## config.mk

```make
export PLATFORM = sky130hd
export DESIGN_NAME = if_fetch_unit
export DESIGN_NICKNAME = d
export VERILOG_FILES = /design/src/rtl/if_fetch_unit.sv
export SDC_FILE = /design/constraint.sdc
export NUM_CORES = 1
export LEC_CHECK = 0
export CORE_ASPECT_RATIO = 1.4
export CORE_MARGIN = 10
export CORE_UTILIZATION = 50
export DETAILED_ROUTE_END_ITERATION = 10
export PLACE_DENSITY = 0.77
export SLEW_MARGIN = 20
export SYNTH_ARGS = -nofsm -noshare
export SYNTH_HDL_FRONTEND = slang
export SYNTH_SLANG_ARGS = --single-unit
```

## constraint.sdc

```tcl
create_clock -name clk -period 3.08 [get_ports clk]
set_input_delay 0.462 -clock clk [delete_from_list [all_inputs] [get_ports clk]]
set_output_delay 0.462 -clock clk [all_outputs]
set_load 0.1 [all_outputs]
```

## src/rtl/if_fetch_unit.sv

```systemverilog
// Fetch stage: architectural PC, credit-limited imem reads, FWFT instruction FIFO.
// Optional IF_MISALIGN_TRAP_EN turns a misaligned PC into a single trap entry.
module if_fetch_unit #(
  parameter int                   REG_WIDTH = 32,
  parameter logic [REG_WIDTH-1:0] RESET_PC  = '0,
  parameter int                   DEPTH     = 2
) (
  input  logic                 clk,
  input  logic                 rst_n,
  input  logic                 redirect_i,
  input  logic [REG_WIDTH-1:0] redirect_pc_i,
  output logic [REG_WIDTH-1:0] pc_o,
  output logic                 imem_req_valid,
  input  logic                 imem_req_ready,
  output logic [REG_WIDTH-1:0] imem_req_addr,
  input  logic                 imem_rsp_valid,
  input  logic [REG_WIDTH-1:0] imem_rsp_data,
  output logic                 inst_valid_o,
  input  logic                 inst_ready_i,
  output logic [REG_WIDTH-1:0] inst_o,
  output logic [REG_WIDTH-1:0] inst_pc_o,
  output logic                 inst_exc_o
);

  localparam int AW = $clog2(DEPTH);
  localparam int CW = AW + 1;
  typedef logic [CW-1:0] cnt_t;
  typedef logic [AW-1:0] ptr_t;
  typedef logic [REG_WIDTH-1:0] word_t;

  localparam cnt_t  DEPTH_C = cnt_t'(DEPTH);
  localparam ptr_t  P1      = ptr_t'(1);
  localparam word_t PC_INC  = word_t'(4);

  word_t pc_q, pc_d;
  cnt_t  out_q, out_d;
  cnt_t  disc_q, disc_d;
  cnt_t  cnt_q, cnt_d;
  ptr_t  wr_q, wr_d, rd_q, rd_d;
  ptr_t  pw_q, pw_d, pr_q, pr_d;
  word_t inst_q [DEPTH];
  word_t ipc_q  [DEPTH];
  word_t pcq_q  [DEPTH];

  logic  mis, exc_push;
  logic  req_ok, req_fire, rsp_keep, push, pop;
  word_t push_inst, push_pc;

`ifdef IF_MISALIGN_TRAP_EN
  logic exc_done_q, exc_done_d;
  logic exc_q [DEPTH];
`endif

  always_comb begin
    mis      = 1'b0;
    exc_push = 1'b0;
`ifdef IF_MISALIGN_TRAP_EN
    mis      = pc_q[1:0] != 2'b00;
    exc_push = mis && !exc_done_q && !redirect_i &&
               cnt_q == '0 && out_q == '0;
`endif
    req_ok    = rst_n && !redirect_i && !mis &&
                (out_q + cnt_q) < DEPTH_C;
    req_fire  = req_ok && imem_req_ready;
    pop       = cnt_q != '0 && inst_ready_i;
    rsp_keep  = imem_rsp_valid && disc_q == '0 && !redirect_i;
    push      = rsp_keep || exc_push;
    push_inst = exc_push ? '0 : imem_rsp_data;
    push_pc   = exc_push ? pc_q : pcq_q[pr_q];

    pc_d   = pc_q;
    out_d  = out_q + cnt_t'(req_fire) - cnt_t'(imem_rsp_valid);
    disc_d = disc_q;
    cnt_d  = cnt_q;
    wr_d   = wr_q;
    rd_d   = rd_q;
    pw_d   = pw_q;
    pr_d   = pr_q;
`ifdef IF_MISALIGN_TRAP_EN
    exc_done_d = exc_done_q || exc_push;
`endif

    if (redirect_i) begin
      // Everything still in flight belongs to the dead path.
      pc_d   = redirect_pc_i;
      disc_d = out_d;
      cnt_d  = '0;
      wr_d   = '0;
      rd_d   = '0;
      pw_d   = '0;
      pr_d   = '0;
`ifdef IF_MISALIGN_TRAP_EN
      exc_done_d = 1'b0;
`endif
    end else begin
      if (req_fire) begin
        pc_d = pc_q + PC_INC;
        pw_d = pw_q + P1;
      end
      if (imem_rsp_valid && disc_q != '0) disc_d = disc_q - cnt_t'(1);
      if (rsp_keep) pr_d = pr_q + P1;
      if (push) wr_d = wr_q + P1;
      if (pop) rd_d = rd_q + P1;
      cnt_d = cnt_q + cnt_t'(push) - cnt_t'(pop);
    end
  end

  always_ff @(posedge clk or negedge rst_n) begin
    if (!rst_n) begin
      pc_q   <= RESET_PC;
      out_q  <= '0;
      disc_q <= '0;
      cnt_q  <= '0;
      wr_q   <= '0;
      rd_q   <= '0;
      pw_q   <= '0;
      pr_q   <= '0;
      for (int i = 0; i < DEPTH; i++) begin
        inst_q[i] <= '0;
        ipc_q[i]  <= '0;
        pcq_q[i]  <= '0;
      end
    end else begin
      pc_q   <= pc_d;
      out_q  <= out_d;
      disc_q <= disc_d;
      cnt_q  <= cnt_d;
      wr_q   <= wr_d;
      rd_q   <= rd_d;
      pw_q   <= pw_d;
      pr_q   <= pr_d;
      if (req_fire) pcq_q[pw_q] <= pc_q;
      if (push && !redirect_i) begin
        inst_q[wr_q] <= push_inst;
        ipc_q[wr_q]  <= push_pc;
      end
    end
  end

`ifdef IF_MISALIGN_TRAP_EN
  always_ff @(posedge clk or negedge rst_n) begin
    if (!rst_n) begin
      exc_done_q <= 1'b0;
      for (int i = 0; i < DEPTH; i++) exc_q[i] <= 1'b0;
    end else begin
      exc_done_q <= exc_done_d;
      if (push) exc_q[wr_q] <= exc_push;
    end
  end
  assign inst_exc_o = inst_valid_o && exc_q[rd_q];
`else
  assign inst_exc_o = 1'b0;
`endif

  assign pc_o           = pc_q;
  assign imem_req_valid = req_ok;
  assign imem_req_addr  = {pc_q[REG_WIDTH-1:2], 2'b00};
  assign inst_valid_o   = cnt_q != '0;
  assign inst_o         = inst_valid_o ? inst_q[rd_q] : '0;
  assign inst_pc_o      = inst_valid_o ? ipc_q[rd_q] : '0;

  a_no_overflow: assert property (@(posedge clk) disable iff (!rst_n)
    !(push && !pop && cnt_q == DEPTH_C));

endmodule

```

-- Word level (Yosys, flattened, before mapping)
Index checks and enable logic that the tools add are counted.
- word-level logic and storage cells: 85
- latch bits: 0
- memories kept: 0
- output and inout port bits: 131
- ROM bits: 0
- register bits after elaboration: 234
- bits of input ports: 70
- memory bits (writable): 0
- reductions and logical operators: 18
- shifts and indexed selects: 0
- magnitude comparators: 7
- eq/ne operators: 0
- $mul: 0
- divide/modulo/power cells: 0
- mux-type cells: 31
- bitwise gates (word level): 4
- add/subtract/negate cells: 11
- operators with widths (kind ; count):
    32-bit 2-to-1 mux ; 15
    64-bit bitwise mux ; 3
    32-bit demux with 1-bit select ; 2
    32-bit by 3-bit adder with 32-bit output (second input constant) ; 1
    2-bit nonzero test ; 6
    1-bit logical AND ; 10
    2-bit >= comparator (second input constant) ; 4
    1-bit 2-to-1 mux ; 8
    1-bit NOT with 2-bit output ; 4
    2-bit 2-to-1 mux ; 3
    1-bit adder (second input constant) ; 4
    2-bit by 1-bit adder with 2-bit output ; 2
    2-bit by 1-bit < comparator with 1-bit output (second input constant) ; 2
    2-bit by 1-bit subtractor with 2-bit output ; 2
    2-bit adder ; 1
    2-bit logical NOT ; 1
    2-bit < comparator (second input constant) ; 1
    2-bit by 1-bit subtractor with 2-bit output (second input constant) ; 1
    1-bit logical NOT ; 1

-- Logic depth before layout (Yosys ltp)
- word-level depth: 7
- depth in mapped cells: 11
- gate-level depth less buffers: 11

-- Worst setup path before layout
OpenSTA, ideal clock, no wires.
- path kind: register to output
- start: register rd_q
- end: output port inst_o[17]
- buffers on the path: 2
- stages on the path, launching flop included: 5
- arrival time: 2.565 ns
- path slack: 0.053 ns
- required time: 2.618 ns
- cells stage by stage: dfrtp_1 > clkbuf_1 > clkbuf_1 > mux2i_1 > nor2_1
- cells in the longest elaborated chain, start to end: 5
- ends and longest elaborated chain (what ; RTL line ; source):
    start: declaration ; 39 ; ptr_t wr_q, wr_d, rd_q, rd_d;
    start signal: assignment ; 129 ; rd_q <= rd_d;
    1-bit NOT with 2-bit output (not written as such) ; 159 ; assign inst_o = inst_valid_o ? inst_q[rd_q] : '0;
    32-bit 2-to-1 mux (not written as such) (3 in a row) ; 159 ;
    32-bit 2-to-1 mux ; 159 ;
    end: declaration ; 20 ; output logic [REG_WIDTH-1:0] inst_o,
Every way passes these cells. The select of a mux whose other input is x is not followed.

-- Worst setup path in the final report
- start: register rd_q
- end: output port inst_o[29]
The elaborated chain is that of the path after synthesis.

==> results.py <==
metrics = {
    "placement": {
        "dpl.hpwl_um": 17600,
        "portBuffers": 197,
        "dp_slack_ps": 417,
        "dp.cells": 1348,
        "gp_congestion": 0.853,
        "placedInstanceArea_um2": 12600,
    },
    "routing": {
        "vias_per_cell": 5.44,
        "drt_pass1_iterations": 5,
        "num_vias": 7562,
        "drt_iter0_markers": 434,
        "ant_nets": 0,
        "wl_per_cell_um": 18.0,
        "drc": 0,
        "drt-total-wl_um": 25100,
    },
    "synth": {
        "syn_area_um2": 10800,
        "post_synth_xor_area_fraction": 0.0227,
        "synth_top_family_by_area": "multiplexers",
        "synth_warnings": 0,
        "async_reset_ff_frac": 1.00,
        "synth-seq-cells": 234,
        "synth_mux_area_frac": 0.226,
        "synth_compound_area_frac": 0.0539,
        "synth_commonest_cells": "dfrtp_1 (234), mux2_2 (127), nor2_1 (121)",
        "yosys.area_share.simple": 0.101,
        "synth_fa_ha_area_frac": 0.00695,
        "yosys.area.top_type": "dfrtp_1",
        "yosys-top-cells-area": "dfrtp_1 (54%), mux2_2 (13%), mux2i_1 (9.0%)",
        "synth_edf_count": 0,
        "postSynthCellCount": 955,
        "yosysUniqueCellTypes": 35,
        "yosysMostFrequentCell": "dfrtp_1",
        "synthDominantCellAreaShare": 0.542,
        "synth_seq_area_share": 0.542,
        "syn-mean-instance-area_um2": 11.3,
        "synthFlopType": "dfrtp_1",
    },
    "clock_network": {
        "clock_sinks": 234,
        "cts-buffers-inserted": 23,
        "cts_tree": "yes",
        "clk_latency_ps": 500,
        "cts_root_buf": "clkbuf_16",
        "cts_max_path_buffers": 3,
        "h-tree-depth": 1,
        "postCtsSetupBuffers": 0,
        "clk_transition_reported_paths_ps": 60,
    },
    "power": {
        "power.total_mw": 14.9,
        "swShare": 0.443,
        "clockPowerShare": 0.204,
        "combPwrFrac": 0.456,
        "p_sw_mw": 6.61,
        "p_leak_nw": 5.94,
        "p_per_area_nw_per_um2": 1110,
        "p_int_mw": 8.30,
        "power_frac_seq": 0.340,
        "ir_drop_v": 0.000798,
    },
    "floorplan": {
        "die-width_um": 144,
        "core_region_area_um2": 21200,
        "rows": 63,
        "die_h_um": 194,
        "fp.dieArea_um2": 28000,
        "ios": 201,
        "start_util": 0.509,
    },
    "grt": {
        "antenna_found_initial": 0,
        "grt_pass1_wl_um": 40800,
        "grt_use_total": 0.177,
        "grt_max_degree": 97,
        "first_global_vias": 7866,
        "gr-total-overflow": 0,
    },
    "final_layout": {
        "syn_to_final_growth_pct": 24.3,
        "drive_gt1_frac": 0.287,
        "finalInstanceArea_um2": 13400,
        "antenna_cells": 0,
        "final_core_util": 0.633,
        "fin_cells": 1390,
        "fin_nets": 1190,
    },
    "timing": {
        "skew_ps": 8.15,
        "setup_violations": 0,
        "slew_violations": 0,
        "timing.slew.headroom": 0.326,
        "fin_crit_sh": 0.878,
        "rsz0062_at_grt": "no",
        "fmax_ghz": 0.370,
        "setup_tns_ps": 0,
        "hold_viol_final": 0,
        "finalWorstSetupSlack_ps": 375,
        "worstMarginPinSlew_ps": 1010,
        "holdWs_ps": 370,
        "min_period_ps": 2710,
    },
    "worst_setup_path": {
        "path_max_fanout": 28,
        "critPathRequiredTime_ps": 2620,
        "slowest_delay_ps": 770,
        "worstSetupEndpointType": "output pin",
        "cp_slowest_cell": "dfrtp_4",
        "path_buf_inv": 2,
        "crit_type": "reg -> out",
        "crit_path_frequent_cell": "buf_4",
        "rr_worst_depth": 5,
        "cp.depth": 4,
        "r2r_start": "cnt_q[1]",
        "crit_end": "inst_o[29]",
        "path_delay_family": "flip-flops",
        "startpoint": "rd_q",
        "start_kind": "register",
        "crit_arrival_ps": 2240,
        "reg2reg_slack_ps": 420,
        "r2r-end": "pc_o[27]",
        "cp_cell_sequence": "buf_4 > mux2i_1 > nor2_1 > buf_4",
    },
    "job": {
        "maxCapViolations": 0,
    },
    "status": {
        "status": "completed",
    },
    "hold_path": {
        "hold_class": "in -> async",
    },
}
[power groups by stage]
stage,clock [mW],sequential [mW],combinational [mW]
2_1_floorplan,0,5.11,5.22
3_3_place_gp,0,5.06,6.74
3_5_place_dp,0,5.14,6.84
4_1_cts,3.11,5.09,6.86
5_1_grt,3.23,5.25,7.22
6_report,3.04,5.08,6.79
[logic make-up after synthesis]
group / count (synthesis)
AOI/OAI and AO/OA: 109
muxes: 228
buffers and inverters: 99
xor gates and xnor gates: 28
adders and majority gates: 6
other: 1
and+or+nand+nor: 250
DFF: 234
[sequential cells by signal, indices dropped and copies added (netlist names)]
name,cells
pw_q,1
disc_q,2
out_q,2
ipc_q,64
pcq_q,64
wr_q,1
pc_o,32
rd_q,1
cnt_q,2
inst_q,64
pr_q,1
[worst reg2reg max path, delay by kind of cell, from the launching register on]
family,cells,cell delay [ps]
AO/OA/AOI/OAI,1,170
flip-flops,1,440
XOR/XNOR,2,610
AND/OR/NAND/NOR,2,1370
[metal layers]
layer	wire length, um	track usage	part of all wire	vias up
li1	-	-	-	3603
met4	648	0.0606	0.026	0
met1	10900	0.231	0.44	3702
met3	1290	0.0297	0.052	48
met2	12200	0.289	0.49	209
met5	0	0	0	-
[final cells by class]
type	instances	area, um^2
clock buffers	27	601
clock inverters	14	224
fillers	1684	7780
inverters	9	33.8
multi-input cells	624	4470
flip-flops and latches	234	5860
well taps	260	325
repair buffers	222	1910
[repair_timing]
action                    in CTS  in global routing
hold buffers                   1                  0
hold endpoints to repair      15                  0
resized for setup              0                  0
[cell usage in the layout, fill, tap and decap left out, types with 7 or more instances in the layout]
master / n
dfrtp_1: 232
buf_4: 147
mux2_2: 127
nor2_1: 119
mux2i_1: 97
clkdlybuf4s50_1: 68
nand2_1: 66
o21ai_0: 55
a21oi_1: 33
clkbuf_16: 23
xnor2_1: 20
nand3_1: 14
a31oi_1: 12
inv_1: 9
xor2_1: 8
nand4_1: 8
and3_1: 7
nor3_1: 7
or4_1: 7
clkinv_2: 7
[how the worst min path moves through the flow]
stage / startpoint / to / slack [ps] / depth (start not counted)
5_1_grt: rst_n / disc_q[0] / 380 / 2
6_report: rst_n / pc_o[24] / 370 / 2
4_1_cts: rst_n / pc_o[28] / 370 / 2
3_3_place_gp: rst_n / pc_o[24] / 300 / 1
3_5_place_dp: rst_n / pc_o[28] / 300 / 1
2_1_floorplan: rst_n / cnt_q[0] / 170 / 0
No activity file was read; power rests on OpenSTA's default activity.
